## src/rtl/uart_tx_arbiter.sv

```systemverilog
// uart_tx_arbiter: round-robin, message-granular sharing of one UART TX FIFO write port
module uart_tx_arbiter #(
    parameter int NUM_REQ     = 4,
    parameter int FIFO_DEPTH  = 4095,
    parameter int MAX_MSG_LEN = 64,
    parameter int TIMEOUT     = 1023
) (
    input  logic                 clk,
    input  logic                 rst,
    input  logic [NUM_REQ-1:0]   req,
    input  logic [NUM_REQ*8-1:0] reqData,
    input  logic [NUM_REQ-1:0]   reqLast,
    output logic [NUM_REQ-1:0]   ack,
    output logic [NUM_REQ-1:0]   grant,
    input  logic                 fifoFull,
    input  logic [11:0]          wrDataCount,
    output logic [7:0]           din,
    output logic                 writeEn,
    output logic                 busy,
    output logic                 timeoutErr,
    output logic                 overrunErr
);
    localparam int IW = NUM_REQ > 1 ? $clog2(NUM_REQ) : 1;
    localparam int BW = $clog2(MAX_MSG_LEN + 1);
    localparam int SW = $clog2(TIMEOUT + 1);

    typedef enum logic {IDLE, XFER} stateT;

    stateT         state;
    logic [IW-1:0] rrPtr, gIdx, pickIdx, nextPtr;
    logic [BW-1:0] byteCnt, byteInc;
    logic [SW-1:0] stallCnt;
    logic          pickAny, spaceOk, accepted, endMsg, stallOut;

    assign spaceOk  = ({1'b0, wrDataCount} + 13'(MAX_MSG_LEN)) <= 13'(FIFO_DEPTH);
    assign ack      = (state == XFER && !fifoFull) ? (grant & req) : '0;
    assign accepted = |ack;
    assign byteInc  = byteCnt + 1'b1;
    assign endMsg   = reqLast[gIdx] || byteInc == BW'(MAX_MSG_LEN);
    assign stallOut = stallCnt == SW'(TIMEOUT - 1);
    assign nextPtr  = (gIdx == IW'(NUM_REQ - 1)) ? '0 : gIdx + IW'(1);
    assign busy     = state == XFER;

    // circular search from rrPtr; lower offsets are visited last so they win
    always_comb begin
        pickIdx = '0;
        pickAny = 1'b0;
        for (int i = NUM_REQ - 1; i >= 0; i--) begin
            if (req[(int'(rrPtr) + i) % NUM_REQ]) begin
                pickIdx = IW'((int'(rrPtr) + i) % NUM_REQ);
                pickAny = 1'b1;
            end
        end
    end

    // arbitration FSM with registered FIFO write port and sticky error flags
    always_ff @(posedge clk or negedge rst) begin
        if (!rst) begin
            state      <= IDLE;
            grant      <= '0;
            gIdx       <= '0;
            rrPtr      <= '0;
            byteCnt    <= '0;
            stallCnt   <= '0;
            din        <= '0;
            writeEn    <= 1'b0;
            timeoutErr <= 1'b0;
            overrunErr <= 1'b0;
        end else if (state == IDLE) begin
            writeEn <= 1'b0;
            if (spaceOk && pickAny) begin
                grant    <= NUM_REQ'(1) << pickIdx;
                gIdx     <= pickIdx;
                byteCnt  <= '0;
                stallCnt <= '0;
                state    <= XFER;
            end
        end else if (accepted) begin
            din      <= reqData[8*gIdx +: 8];
            writeEn  <= 1'b1;
            byteCnt  <= byteInc;
            stallCnt <= '0;
            if (endMsg) begin
                overrunErr <= overrunErr | ~reqLast[gIdx];
                grant      <= '0;
                rrPtr      <= nextPtr;
                state      <= IDLE;
            end
        end else begin
            writeEn  <= 1'b0;
            stallCnt <= stallCnt + 1'b1;
            if (stallOut) begin
                timeoutErr <= 1'b1;
                grant      <= '0;
                rrPtr      <= nextPtr;
                state      <= IDLE;
            end
        end
    end
endmodule

```

## config.mk

```make
export PLATFORM = sky130hd
export DESIGN_NAME = uart_tx_arbiter
export DESIGN_NICKNAME = d
export VERILOG_FILES = /design/src/rtl/uart_tx_arbiter.sv
export SDC_FILE = /design/constraint.sdc
export NUM_CORES = 1
export LEC_CHECK = 0
export CORE_MARGIN = 3
export CORE_UTILIZATION = 41
export CTS_CLUSTER_DIAMETER = 40
export DETAILED_ROUTE_END_ITERATION = 10
export PLACE_DENSITY = 0.83
export SLEW_MARGIN = 20
export SYNTH_ARGS = -nofsm -noshare
export SYNTH_HDL_FRONTEND = slang
export SYNTH_SLANG_ARGS = --single-unit
```

## constraint.sdc

```tcl
create_clock -name clk -period 1.9 [get_ports clk]
set_input_delay 0.38 -clock clk [delete_from_list [all_inputs] [get_ports clk]]
set_output_delay 0.38 -clock clk [all_outputs]
set_load 0.01 [all_outputs]
```

==> out/results.ini, run 1 <==
[drt]
viasPerCell = 5.44
first_iter_violations = 66
drtPass1Iterations = 4
via_count = 2050
drc = 0
drt_wl_total_um = 5800
drtAntennaViolNets = 0
post_drt_wl_per_cell_um = 15.4

[floorplan]
die_h_um = 78.4
pin_count = 75
core_um2 = 4880
start_util_pct = 44.0
rows = 25
die_area_um2 = 6140
chipWidth_um = 78.4

[status]
status = finished, final reports clean

[setup_path]
crit_path_start_kind = input pin
cp_max_fo = 6
crit_path_cell_trace = dlygate4sd2_1 -> or4_4 -> a21o_1 -> a31oi_4 -> nor2_2 -> mux2_4
setup.worst_path.end_class = register
critical-path-top-delay-family = simple AND/OR/NAND/NOR gates
cpPeakStageDelay_ps = 520
worstSetupPathType = input pin to register
cp_data_arrival_time_ps = 2060
cpMaxStageDelayCell = or4_4
crit_required_ps = 2080
path_buf_inv = 1

[clock_tree]
cts.sinks = 37
htreeDepth = 2
cts_inserted_buffers = 5
cts-root-buf = clkbuf_8
cts_tree = done
ctsHoldBuffers = 0
clkTransAtPathRegs_ps = 80
worstSkewPairLatency_ps = 290
cts_buffer_depth = 2

[layout]
syn_to_final_growth_pct = 53.7
final_cell_mix = clkdlybuf4s50_1, dfrtp_1, buf_4, nand2_1
finish.utilization_pct = 67.6
diodes = 0
layout-drive-gt1-share_pct = 26.1
final_nets = 370
final_common_cell = clkdlybuf4s50_1

[synthesis]
ys_types = 44
syn-num-nets = 266
syn_area_per_cell_um2 = 10.5
synth_compound_area_share_pct = 16.6
netlist_area_um2 = 2150
synth-xor-area-share_pct = 0.408
ys_warn_count = 0
synth_top_family_by_area = multiplexers
synth_edf_count = 0
async_reset_ff_share_pct = 100
ys_ff_latch = 37
synth_flop_cell = dfrtp_1
post_synth_inst_count = 205
synth_simple_gate_area_share_pct = 16.1
synth_seq_area_share_pct = 43.1
synth.area.mux_share_pct = 16.8
synthAdderAreaFrac_pct = 3.50

[sta]
fin_crit_ps = 1880
slew_headroom_pct = 68.7
drv_slew = 0
finalSetupTns_ps = 0
max_freq_ghz = 0.533
finalSetupViolations = 0
rsz0062_at_grt = true
fin_worst_skew_ps = 8.68
hold_viol = 0
post-route-period-util_pct = 98.8
worst_slew_pin_slew_ps = 469

[placement]
portBuffers = 74
place.gp.congestion = 0.811
hpwl_um = 4550

[grt]
grt_max_degree = 38
grt_pass1_vias = 2174
grt_pass1_wl_um = 10100
antenna_found_initial = 0
track_usage_pct = 20.7
grt-ovfl-total = 0

[min_path]
hp-class = input pin to async pin

[power]
peakVddDrop_v = 0.000642
leakagePower_uw = 0.00141
p_per_area_nw_per_um2 = 1020

[job]
drv_cap = 0

## layer usage
layer  part of all wire, %  GRT usage, %  up-vias
li1                      -             -      975
met1                    39          23.2     1002
met2                    53          37.9       65
met3                   6.7          6.31        8
met4                   1.3          5.42        0
met5                     0             0        -
## flip-flops by register name, summed over array words and instances (netlist names)
register    flops
din             8
overrunErr      1
rrPtr           2
byteCnt         7
grant           4
busy            1
timeoutErr      1
stallCnt       10
gIdx            2
writeEn         1
## synthesized netlist by cell type (4+ instances only)
cell | count | share of area (%)
dfrtp_1 | 37 | 43
nand2_1 | 19 | 3.3
nor2_1 | 15 | 2.6
o21ai_0 | 15 | 3.5
a21oi_1 | 14 | 3.3
mux2_2 | 10 | 5.2
mux4_2 | 9 | 9.4
nand3_1 | 9 | 2.1
inv_1 | 8 | 1.4
nor3_1 | 7 | 1.6
ha_1 | 6 | 3.5
a21o_1 | 4 | 1.4
## worst paths after layout
path	slack (ps)	to	depth (start not counted)	from
setup / recovery	20	gIdx[0]	6	req[0]
hold / removal	120	stallCnt[5]	2	rst
setup reg to reg	90	rrPtr[0]	5	stallCnt[4]
hold reg to reg	470	overrunErr	1	overrunErr
max in group asynchronous	1430	byteCnt[3]	2	rst
min in group clk	470	overrunErr	1	overrunErr
## cell type report
type                            count  area [um^2]
Fill cell                         388         1580
Multi-Input combinational cell    153         1200
Inverter                            8         37.5
Clock buffer                        6         82.6
Sequential cell                    37          927
Tap cell                           67         83.8
Clock inverter                      2         13.8
Timing Repair Buffer              104          950
## what timing repair did
item,4_1_cts,5_1_grt
buffers inserted,1,0
setup endpoints to repair,30,15
pin swaps,10,6
gates resized for setup,30,12
## worst reg2reg max path, delay by kind of cell (launching register included)
kind / cells / cell delay, ps
and+or+nand+nor: 2 / 430
DFF: 1 / 430
muxes: 1 / 360
AOI/OAI and AO/OA: 2 / 470
## metrics by stage
stage               area, um^2  total power (uW)  cells  hold slack [ps]  setup slack (ps)
floorplan                 2170              2040    205             84.4             -25.0
finish                    3300              3360    377              123              22.8
global route              3300              3610    377              159             -20.1
detailed placement        3170              2780    368              457              -774
global placement          3170              2710    368              449              -711
CTS                       3270              3380    377              133              19.4
## power by group
group          internal [uW]  switching, uW  leakage (uW)
logic                    898            650      0.000882
registers               1020            211      0.000473
clock network            294            291     0.0000512
total                   2210           1150       0.00141
## cells by family after synthesis
logic type	count (synthesis)
compound gates	54
xor+xnor	1
fa+ha+maj	6
buf+inv	15
flops	37
mux	23
simple gates	69
No activity file was read; power rests on OpenSTA's default activity.
==> inputs of run 2 (changes only) <==
RECOVER_POWER = 50   (was unset)
==> out/results.ini, run 2 (synthesis gave the netlist of run 1 again) <==
[status]
status = finished, final reports clean

[setup_path]
cp_max_fo = 6
worstSetupStartpoint = req[0]
r2r_start = stallCnt[4]
worstSetupPathType = input pin to register
cp_data_arrival_time_ps = 2060
crit_required_ps = 2080
reg2regPathDepth = 5
setup.worst_path.end_class = register
crit_path_start_kind = input pin

[sta]
setup_ws_ps = 22.7
max_freq_ghz = 0.533
drv_slew = 0
rsz0062_at_grt = true
hold_viol = 0
post-route-period-util_pct = 98.8
fin_worst_skew_ps = 8.74
worst_slew_pin_slew_ps = 909
slew_headroom_pct = 39.4
holdWs_ps = 294
finalSetupViolations = 0
fin_crit_ps = 1880

[floorplan]
die_area_um2 = 6140
pin_count = 75
start_util_pct = 44.0
rows = 25
chipWidth_um = 78.4
core_um2 = 4880
die_h_um = 78.4

[power]
p_total_uw = 3350
peakVddDrop_v = 0.000625
leakagePower_uw = 0.00141
p_per_area_nw_per_um2 = 1020

[grt]
antenna_found_initial = 0
grt-ovfl-total = 0
track_usage_pct = 20.7
grt_pass1_wl_um = 10100
grt_pass1_vias = 2174
grt_max_degree = 38

[drt]
drtPass1Iterations = 4
post_drt_wl_per_cell_um = 15.4
drtAntennaViolNets = 0
drt_wl_total_um = 5790
viasPerCell = 5.45
via_count = 2053
drc = 0
first_iter_violations = 56

[placement]
place.gp.congestion = 0.811
portBuffers = 74
hpwl_um = 4550
place_area_um2 = 3170
place_ws_ps = -774

[clock_tree]
ctsHoldBuffers = 0
cts.sinks = 37
htreeDepth = 2
cts-root-buf = clkbuf_8
cts_buffer_depth = 2
cts_tree = done
worstSkewPairLatency_ps = 290
cts_inserted_buffers = 5
clkTransAtPathRegs_ps = 80

[min_path]
hp-class = input pin to async pin

[layout]
final_nets = 370
final_cell_mix = clkdlybuf4s50_1, dfrtp_1, buf_4, nand2_1
top_regs = stallCnt x10, din x8, byteCnt x7
final_cell_area_um2 = 3290
syn_to_final_growth_pct = 53.3
regMostFlops = stallCnt
final_common_cell = clkdlybuf4s50_1
layout-drive-gt1-share_pct = 25.8
largest_reg_flops = 10
diodes = 0

[job]
drv_cap = 0

==> run 2: changes by cell type in the layout (fill, tap and decap cells not counted) <==
cell and change:
dlygate4sd3_1 +4, buf_4 -1, a22oi_1 +1, a22oi_2 -1, clkbuf_2 +1, clkdlybuf4s50_1 -4
==> run 2: critical path: stages <==
cell and delay [ps]:
dlygate4sd2_1 250, or4_4 520, a21o_1 220, a31oi_4 290
nor2_2 90, mux2_4 300
==> run 2: layout make-up <==
| cell class | instances | area [um^2] |
|---|---|---|
| clock buffer | 6 | 82.6 |
| clock inverter | 2 | 13.8 |
| sequential | 37 | 927 |
| tap | 67 | 83.8 |
| timing repair buffer | 104 | 947 |
| fill | 390 | 1590 |
| multi-input combinational | 153 | 1200 |
| inverter | 8 | 37.5 |
==> run 2: through the flow <==
| stage | utilization (%) | TNS, ps | instances |
|---|---|---|---|
| detailed placement | 64.9 | -19940 | 368 |
| global placement | 64.9 | -19300 | 368 |
| finish | 67.5 | 0 | 377 |
| global route | 67.5 | -67.0 | 377 |
| CTS | 67.1 | 0 | 377 |
| floorplan | - | -25.0 | 205 |
==> run 2: metal layers <==
| metal | GRT usage, % | vias to the layer above | part of all wire, % |
|---|---|---|---|
| met4 | 5.42 | 0 | 1.3 |
| met2 | 37.9 | 64 | 53 |
| li1 | - | 976 | - |
| met5 | 0 | - | 0 |
| met3 | 6.31 | 8 | 6.4 |
| met1 | 23.2 | 1005 | 39 |
==> run 2: path summary, 6_finish.rpt <==
kind | end | slack, ps
worst max-delay path | gIdx[0] | 20
worst min-delay path | stallCnt[5] | 290
worst max register to register | rrPtr[0] | 90
worst min register to register | timeoutErr | 460
max in group asynchronous | byteCnt[3] | 990
min in group clk | timeoutErr | 460
==> run 2: what timing repair did <==
item	CTS	global route
pin swaps	10	6
gates cloned	0	0
buffers inserted	1	0
resized for setup	30	12
endpoints found under the setup margin	30	15
==> run 2: power by group <==
group	switching (uW)	internal, uW	total, uW	leakage [uW]
registers	209	1020	1230	0.000473
logic	649	886	1540	0.000883
clock network	289	294	583	0.0000512
total	1150	2200	3350	0.00141
